File: src/rtl/adder_operand_sequencer.sv
// -----------------------------------------------------------------------------
// adder_operand_sequencer
//
// Upstream driver for the 4-bit state-machine adder. Operand pairs (A,B) are
// queued in a small FIFO. Each pair is replayed on the adder pins (A with
// load_a, then B with load_b). The sequencer then waits for the adder's ready
// flag and returns {carry,sum} on a valid/ready result port. A timeout guard
// aborts an operation whose ready flag never arrives.
//
// Ports
//   clk, rst_n              clock; asynchronous active-low reset
//   in_valid/in_ready       operand-pair handshake (in_ready = FIFO not full)
//   in_a, in_b              4-bit operands
//   add_data, add_load_a,   adder drive pins, decoded from registers only
//   add_load_b
//   add_sum, add_carry,     adder result and ready flag
//   add_ready
//   res_valid/res_ready     result handshake
//   res_sum                 {carry,sum}, 0..30
//   res_err                 result is a timeout abort (res_sum = 0)
//   err_sticky              set on any timeout, cleared only by reset
//   ops_done                successful operations, wraps modulo 2^CNT_W
//   busy                    FSM not idle or FIFO non-empty
// -----------------------------------------------------------------------------
module adder_operand_sequencer #(
    parameter int FIFO_DEPTH = 4,
    parameter int TIMEOUT    = 15,
    parameter int CNT_W      = 8
) (
    input  logic             clk,
    input  logic             rst_n,
    input  logic             in_valid,
    output logic             in_ready,
    input  logic [3:0]       in_a,
    input  logic [3:0]       in_b,
    output logic [3:0]       add_data,
    output logic             add_load_a,
    output logic             add_load_b,
    input  logic [3:0]       add_sum,
    input  logic             add_carry,
    input  logic             add_ready,
    output logic             res_valid,
    input  logic             res_ready,
    output logic [4:0]       res_sum,
    output logic             res_err,
    output logic             err_sticky,
    output logic [CNT_W-1:0] ops_done,
    output logic             busy
);

    localparam int PTR_W  = (FIFO_DEPTH > 1) ? $clog2(FIFO_DEPTH) : 1;
    localparam int FCNT_W = $clog2(FIFO_DEPTH + 1);
    localparam int TMR_W  = (TIMEOUT > 1) ? $clog2(TIMEOUT) : 1;

    typedef enum logic [2:0] {
        S_IDLE,
        S_ISSUE_A,
        S_ISSUE_B,
        S_WAIT_RDY,
        S_DELIVER
    } state_t;

    state_t              state, state_nxt;
    logic [TMR_W-1:0]    timer;
    logic [3:0]          op_a, op_b;
    logic [4:0]          hold_sum;
    logic                hold_err;

    logic [7:0]          fifo_mem [FIFO_DEPTH];
    logic [PTR_W-1:0]    wr_ptr, rd_ptr;
    logic [FCNT_W-1:0]   fifo_cnt;
    logic                fifo_full, fifo_empty;
    logic                push, pop;

    logic                slot_free;
    logic                res_load, res_load_err;
    logic [4:0]          res_load_sum;
    logic                hold_load, hold_load_err;
    logic [4:0]          hold_load_sum;
    logic                timer_clr, timer_inc, ops_inc, timeout_hit;

    assign fifo_full  = (fifo_cnt == FCNT_W'(FIFO_DEPTH));
    assign fifo_empty = (fifo_cnt == '0);
    // No bypass: a full FIFO refuses a push even while it is being popped.
    assign in_ready   = !fifo_full;
    assign push       = in_valid && in_ready;
    assign slot_free  = !res_valid || res_ready;
    assign busy       = (state != S_IDLE) || !fifo_empty;

    // Next-state and per-cycle strobes
    always_comb begin
        state_nxt     = state;
        pop           = 1'b0;
        res_load      = 1'b0;
        res_load_sum  = 5'd0;
        res_load_err  = 1'b0;
        hold_load     = 1'b0;
        hold_load_sum = 5'd0;
        hold_load_err = 1'b0;
        timer_clr     = 1'b0;
        timer_inc     = 1'b0;
        ops_inc       = 1'b0;
        timeout_hit   = 1'b0;
        case (state)
            S_IDLE: begin
                // A still-high ready flag means the adder has not returned
                // to its idle state yet; issuing now would be lost.
                if (!fifo_empty && !add_ready) begin
                    pop       = 1'b1;
                    state_nxt = S_ISSUE_A;
                end
            end
            S_ISSUE_A: state_nxt = S_ISSUE_B;
            S_ISSUE_B: begin
                timer_clr = 1'b1;
                state_nxt = S_WAIT_RDY;
            end
            S_WAIT_RDY: begin
                if (add_ready) begin
                    // The adder only shows its result for this one cycle,
                    // so capture it now even if the result slot is busy.
                    if (slot_free) begin
                        res_load     = 1'b1;
                        res_load_sum = {add_carry, add_sum};
                        ops_inc      = 1'b1;
                        state_nxt    = S_IDLE;
                    end else begin
                        hold_load     = 1'b1;
                        hold_load_sum = {add_carry, add_sum};
                        state_nxt     = S_DELIVER;
                    end
                end else if (timer == TMR_W'(TIMEOUT - 1)) begin
                    hold_load     = 1'b1;
                    hold_load_err = 1'b1;
                    timeout_hit   = 1'b1;
                    state_nxt     = S_DELIVER;
                end else begin
                    timer_inc = 1'b1;
                end
            end
            S_DELIVER: begin
                if (slot_free) begin
                    res_load     = 1'b1;
                    res_load_sum = hold_sum;
                    res_load_err = hold_err;
                    ops_inc      = !hold_err;
                    state_nxt    = S_IDLE;
                end
            end
            default: state_nxt = S_IDLE;
        endcase
    end

    // Adder pins depend only on state and operand registers
    always_comb begin
        add_load_a = (state == S_ISSUE_A);
        add_load_b = (state == S_ISSUE_B);
        case (state)
            S_ISSUE_A: add_data = op_a;
            S_ISSUE_B: add_data = op_b;
            default:   add_data = 4'd0;
        endcase
    end

    // Control registers
    always_ff @(posedge clk or negedge rst_n) begin
        if (!rst_n) begin
            state      <= S_IDLE;
            timer      <= '0;
            wr_ptr     <= '0;
            rd_ptr     <= '0;
            fifo_cnt   <= '0;
            hold_err   <= 1'b0;
            res_valid  <= 1'b0;
            res_sum    <= 5'd0;
            res_err    <= 1'b0;
            err_sticky <= 1'b0;
            ops_done   <= '0;
        end else begin
            state <= state_nxt;
            if (timer_clr)      timer <= '0;
            else if (timer_inc) timer <= timer + TMR_W'(1);
            if (push) wr_ptr <= wr_ptr + PTR_W'(1);
            if (pop)  rd_ptr <= rd_ptr + PTR_W'(1);
            case ({push, pop})
                2'b10:   fifo_cnt <= fifo_cnt + FCNT_W'(1);
                2'b01:   fifo_cnt <= fifo_cnt - FCNT_W'(1);
                default: fifo_cnt <= fifo_cnt;
            endcase
            if (hold_load) hold_err <= hold_load_err;
            if (res_load) begin
                res_valid <= 1'b1;
                res_sum   <= res_load_sum;
                res_err   <= res_load_err;
            end else if (res_ready) begin
                res_valid <= 1'b0;
            end
            if (timeout_hit) err_sticky <= 1'b1;
            if (ops_inc)     ops_done   <= ops_done + CNT_W'(1);
        end
    end

    // Data registers: contents are only meaningful behind the control state
    always_ff @(posedge clk) begin
        if (push) fifo_mem[wr_ptr] <= {in_a, in_b};
        if (pop) begin
            op_a <= fifo_mem[rd_ptr][7:4];
            op_b <= fifo_mem[rd_ptr][3:0];
        end
        if (hold_load) hold_sum <= hold_load_sum;
    end

endmodule

File: config.mk
export PLATFORM = sky130hd
export DESIGN_NAME = adder_operand_sequencer
export DESIGN_NICKNAME = d
export VERILOG_FILES = /design/src/rtl/adder_operand_sequencer.sv
export SDC_FILE = /design/constraint.sdc
export NUM_CORES = 1
export LEC_CHECK = 0
export CAP_MARGIN = 15
export CORE_MARGIN = 2
export CORE_UTILIZATION = 45
export CTS_BUF_LIST = sky130_fd_sc_hd__clkbuf_16
export DETAILED_ROUTE_END_ITERATION = 7
export PLACE_DENSITY = 0.68
export SYNTH_ARGS = -nofsm -noshare
export SYNTH_HDL_FRONTEND = slang
export SYNTH_SLANG_ARGS = --single-unit
export TNS_END_PERCENT = 100
File: constraint.sdc
create_clock -name clk -period 7 [get_ports clk]
set_input_delay 1.75 -clock clk [delete_from_list [all_inputs] [get_ports clk]]
set_output_delay 1.75 -clock clk [all_outputs]
set_load 0.02 [all_outputs]
==> flow_summary.ini <==
[cts]
ctsHoldBuffers = 0
cts_buffer_depth = 2
cts_resized = 0
postCtsSetupRepairBufs = 0
root_buffer = clkbuf_16
cts.sinks = 76
tritoncts = done
cts-buffers-inserted = 9
clk_latency_ps = 340
clk_pin_slew_ps = 60
htreeDepth = 3

[yosys]
yosys-top-cells-area = edfxtp_1 (43%), dfrtp_1 (25%), mux4_2 (5.7%), ha_1 (3.2%), a22o_1 (2.8%)
yosysUniqueCellTypes = 37
netlist_instances = 201
yosys_warnings = 0
async_reset_ff_share_pct = 40.8
synth_edf_count = 45
synth_seq_cells = 76
netlist_area_um2 = 3160
post-synth-top-area-cell = edfxtp_1
postSynthAreaPerCell_um2 = 15.7
synth_ff_type = edfxtp_1
synth_top_cells_by_count = edfxtp_1 (45), dfrtp_1 (31), a22o_1 (10), xnor2_1 (10), inv_1 (9)
seq_area_frac_synth_pct = 67.4
yosys.area.top_type_share_pct = 42.8
yosysMostFrequentCell = edfxtp_1
synth_fp_nets = 228

[worst_hold_path]
hold_end = err_sticky
min_from = err_sticky
min_path_cells = 1
min_path_type = reg2reg

[global_routing]
grt_max_degree = 32
grt_use_total_pct = 16.1
grt_pass1_wl_mm = 9.00
grt_pass1_vias = 1826
grt.overflow.total = 0
antenna_found_initial = 0

[timing]
worst_slew_pin_slew_ps = 1150
fin_setup_tns_ps = 0
post-route-min-period_ps = 3940
post-route-period-util_pct = 56.2
skew_ps = 9.26
max_slew_margin_pct = 22.8
timing.fmax_mhz = 254
hold_violations = 0
rsz0062_at_grt = no
final_max_slew_viol_count = 0
holdWs_ps = 460
setup_violations = 0

[cells_and_area]
drive_gt1_share_pct = 13.6
nets = 279
diodes = 0
syn_to_final_growth_pct = 25.8
nFillCells = 545
fin_cells = 353

[worst_setup_path]
crit_start = state[1]
max_stage_delay_ps = 610
worstRegToRegCells = 9
crit_arrival_ps = 2190
end_kind = output pin
cp_slowest_cell = clkdlybuf4s50_1
reg2reg_to = fifo_cnt[2]
cp.buffers_inverters = 1
critPathRequiredTime_ps = 5250
path_delay_family = buffers and inverters
cp_max_fo = 7
cp-start-kind = flop
worstSetupPathType = reg2out
r2r_setup_slack_ps = 4660
worstPathCellList = nor3b_1 > a22o_1 > clkdlybuf4s50_1
r2r-start = state[1]

[floorplanning]
start_util_pct = 46.5
die_h_um = 87.8
dieArea_um2 = 7700
pin_count = 42
die_w_um = 87.8
coreArea_um2 = 6790
num_rows = 30

[routing]
drc = 0
dr.pass1.iters = 5
wl_per_cell_um = 15.5
num_vias = 1825
avgViaCountPerCell = 5.17
ant_nets = 0
wirelength_mm = 5.48
drtIter0Drc = 63

[placed_design]
port_buffers = 41
gp_congestion = 0.717
dp_hpwl_mm = 3.73
dp.cells = 337

[outcome]
status = finished clean

[power_and_ir_drop]
vdd_drop_max_mv = 0.178
p_total_mw = 1.64
powerDensity_nw_per_um2 = 413
leakage_nw = 1.57

[job]
drv_cap = 0
-- final cells by class --
| cell class | instances | area, µm² | share of cell area, % |
|---|---|---|---|
| well taps | 96 | 120 | 3.02 |
| clock inverters | 7 | 57.6 | 1.45 |
| repair buffers | 43 | 425 | 10.7 |
| clock buffers | 9 | 225 | 5.67 |
| multi-input cells | 112 | 980 | 24.7 |
| inverters | 10 | 37.5 | 0.945 |
| flip-flops and latches | 76 | 2130 | 53.5 |
-- worst max-delay path by stage --
stage	endpoint	cells after the start
after floorplan	fifo_cnt[2]	7
after global placement	res_err	5
after detailed placement	res_sum[1]	5
after CTS	add_data[3]	3
after global routing	add_data[0]	3
final	add_data[3]	3
-- power breakdown --
part	switching (mW)	internal, mW	total (mW)	leakage [nW]
logic	0.242	0.251	0.493	0.617
clock network	0.187	0.245	0.433	0.136
registers	0.105	0.609	0.715	0.815
-- worst reg2reg max path, cell delays in order, from the launching register on --
cell	delay, ps
dfrtp_1	440
or3_1	410
nor3_1	150
buf_4	220
ha_1	200
inv_1	60
fa_1	370
xor2_1	150
nor2_1	110
xor2_1	160
-- flip-flops by register name (all words and copies together), names as in the netlist, 3 cells and up --
register,flops
ops_done,8
fifo_cnt,3
timer,4
state,3
fifo_mem,32
op_b,4
hold_sum,5
res_sum,5
op_a,4
-- layout by cell type, fill, tap and decap left out, types with 7 or more instances in the layout --
cell type / n
ha_1: 8
nor2_1: 8
edfxtp_1: 45
inv_1: 9
and3_1: 7
xnor2_1: 10
clkdlybuf4s50_1: 41
dfrtp_1: 31
a22o_1: 10
nand3_1: 7
mux4_2: 8
clkbuf_16: 9
-- per-layer routing --
metal | track usage (%) | vias up | routed length, µm | part of all wire (%)
met5 | 0 | - | 0 | 0
met4 | 9.23 | 0 | 77 | 1.4
met3 | 4.90 | 6 | 222 | 4.1
met2 | 23.7 | 40 | 2610 | 48
met1 | 21.2 | 914 | 2560 | 47
li1 | - | 865 | - | -
-- metrics by stage --
step           setup WS [ps]  cell area [µm²]  utilization, %
2_1_floorplan           3200             3160               -
3_3_place_gp            3020             3690            54.3
3_5_place_dp            3030             3690            54.3
4_1_cts                 3010             3970            58.5
5_1_grt                 2910             3970            58.5
6_report                3060             3970            58.5
-- logic make-up (layout without fill, tap and decap cells) --
logic type / after synthesis / count (layout) / share of synthesized area (%)
xor+xnor: 15 / 15 / 4.16
compound gates: 26 / 26 / 6.26
fa+ha+maj: 9 / 9 / 3.80
simple gates: 51 / 51 / 10.1
mux: 11 / 11 / 6.74
buf+inv: 13 / 69 / 1.62
flops: 76 / 76 / 67.4
Power figures use the tool's default switching activity.
==> variant: new RTL, same flow settings <==
Register the output `err_sticky` once more, cleared by the reset; this adds one clock of latency there. The other outputs are not delayed to match.
--- a/src/rtl/adder_operand_sequencer.sv
+++ b/src/rtl/adder_operand_sequencer.sv
@@ -61,4 +61,6 @@
     } state_t;
 
+    logic err_sticky_s0;
+
     state_t              state, state_nxt;
     logic [TMR_W-1:0]    timer;
@@ -175,5 +177,5 @@
             res_sum    <= 5'd0;
             res_err    <= 1'b0;
-            err_sticky <= 1'b0;
+            err_sticky_s0 <= 1'b0;
             ops_done   <= '0;
         end else begin
@@ -196,5 +198,5 @@
                 res_valid <= 1'b0;
             end
-            if (timeout_hit) err_sticky <= 1'b1;
+            if (timeout_hit) err_sticky_s0 <= 1'b1;
             if (ops_inc)     ops_done   <= ops_done + CNT_W'(1);
         end
@@ -211,4 +213,12 @@
     end
 
+    always_ff @(posedge clk or negedge rst_n) begin
+        if (!rst_n) begin
+            err_sticky <= '0;
+        end else begin
+            err_sticky <= err_sticky_s0;
+        end
+    end
+
 endmodule
 
Function: same outputs for any inputs over 10 cycles, from zero or initial values and one cycle with rst_n low; that may be too few to reach the edited logic, so the function may still have changed.
==> variant against the original RTL <==
Setup slack better by 0.043 ns. Count of clock-buffer cells in the layout is the same. Routed wire length decreased by 2.6%. Non-clock buffer count unchanged. Sequential cell count up 1. Design area increased by 1.8%. Total power shrank 0.73%. Synthesized area rose by 2.0%. Critical path type unchanged.
==> variant: results <==
group,metric,value,unit
pwr,p_leak,1.58,nW
hold_path,min_to,"err_sticky",
global_route,grt_util_met1,0.215,
routing,routed_wl,5340,um
layout,postLayoutCellArea,4050,um2
synthesis,synth-compound-area-share,0.0637,
layout,fillCellCount,541,
critical_path,reg2reg_from,"state[2]",
place,gp_congestion,0.721,
pwr,vdd_drop_max,158,uV
synthesis,yosysUniqueCellTypes,43,
critical_path,crit_family,"simple AND/OR/NAND/NOR gates",
layout,nets,283,
global_route,grtUsageTotal,0.153,
hold_path,whs_path_depth,0,
place,dp_slack,3.12,ns
timing,finalClockSkew,0.00765,ns
synthesis,synth_xor_area_frac,0.0381,
hold_path,hp-start,"err_sticky_s0",
timing,max_freq,0.257,GHz
critical_path,cpPeakStageDelay,0.56,ns
routing,wl_per_cell,14.9,um
routing,wl_met1,2640,um
status,status,"finished clean",
pwr,switchingPower,0.523,mW
global_route,use_met3,0.0420,
place,place_inst,341,
timing,worst_pin_slew,0.592,ns
layout,drive_gt1_frac,0.130,
routing,wl_met3,176,um
synthesis,ys_top_cells_by_area,"edfxtp_1, dfrtp_1, mux4_2",
routing,wl_met2,2440,um
place,post_dp_cell_area,3750,um2
synthesis,yosys-top-cells-count,"edfxtp_1, dfrtp_1, a22o_1",
routing,dr.pass1.iters,4,
critical_path,ff2ff_setup_slack,4.68,ns
synthesis,async_flop_share,0.416,
place,dp_hpwl,3700,um
synthesis,synthMuxAreaShare,0.0660,
synthesis,synth_fp_nets,232,
global_route,grtUsageMet2,0.228,
routing,vias,1799,
critical_path,endpoint,"busy",
-- variant: metrics by stage --
| step | power (mW) | hold slack, ns |
|---|---|---|
| floorplan | 1.01 | 0.346 |
| global placement | 1.19 | 0.359 |
| detailed placement | 1.21 | 0.358 |
| CTS | 1.65 | 0.374 |
| global route | 1.73 | 0.383 |
| finish | 1.63 | 0.371 |
-- variant: final cells by class --
type | instances | area share
clock inverters | 7 | 0.0167
clock buffers | 9 | 0.0557
well taps | 96 | 0.0297
inverters | 7 | 0.00650
repair buffers | 43 | 0.105
flip-flops and latches | 77 | 0.532
multi-input cells | 118 | 0.254
-- variant: power groups by stage --
stage                     Clock [mW]  Combinational [mW]  Sequential [mW]
after global placement             0               0.478            0.716
after detailed placement           0               0.486            0.721
after CTS                      0.449               0.488            0.712
after global routing           0.471               0.531            0.730
final                          0.439               0.479            0.709
after floorplan                    0               0.306            0.709
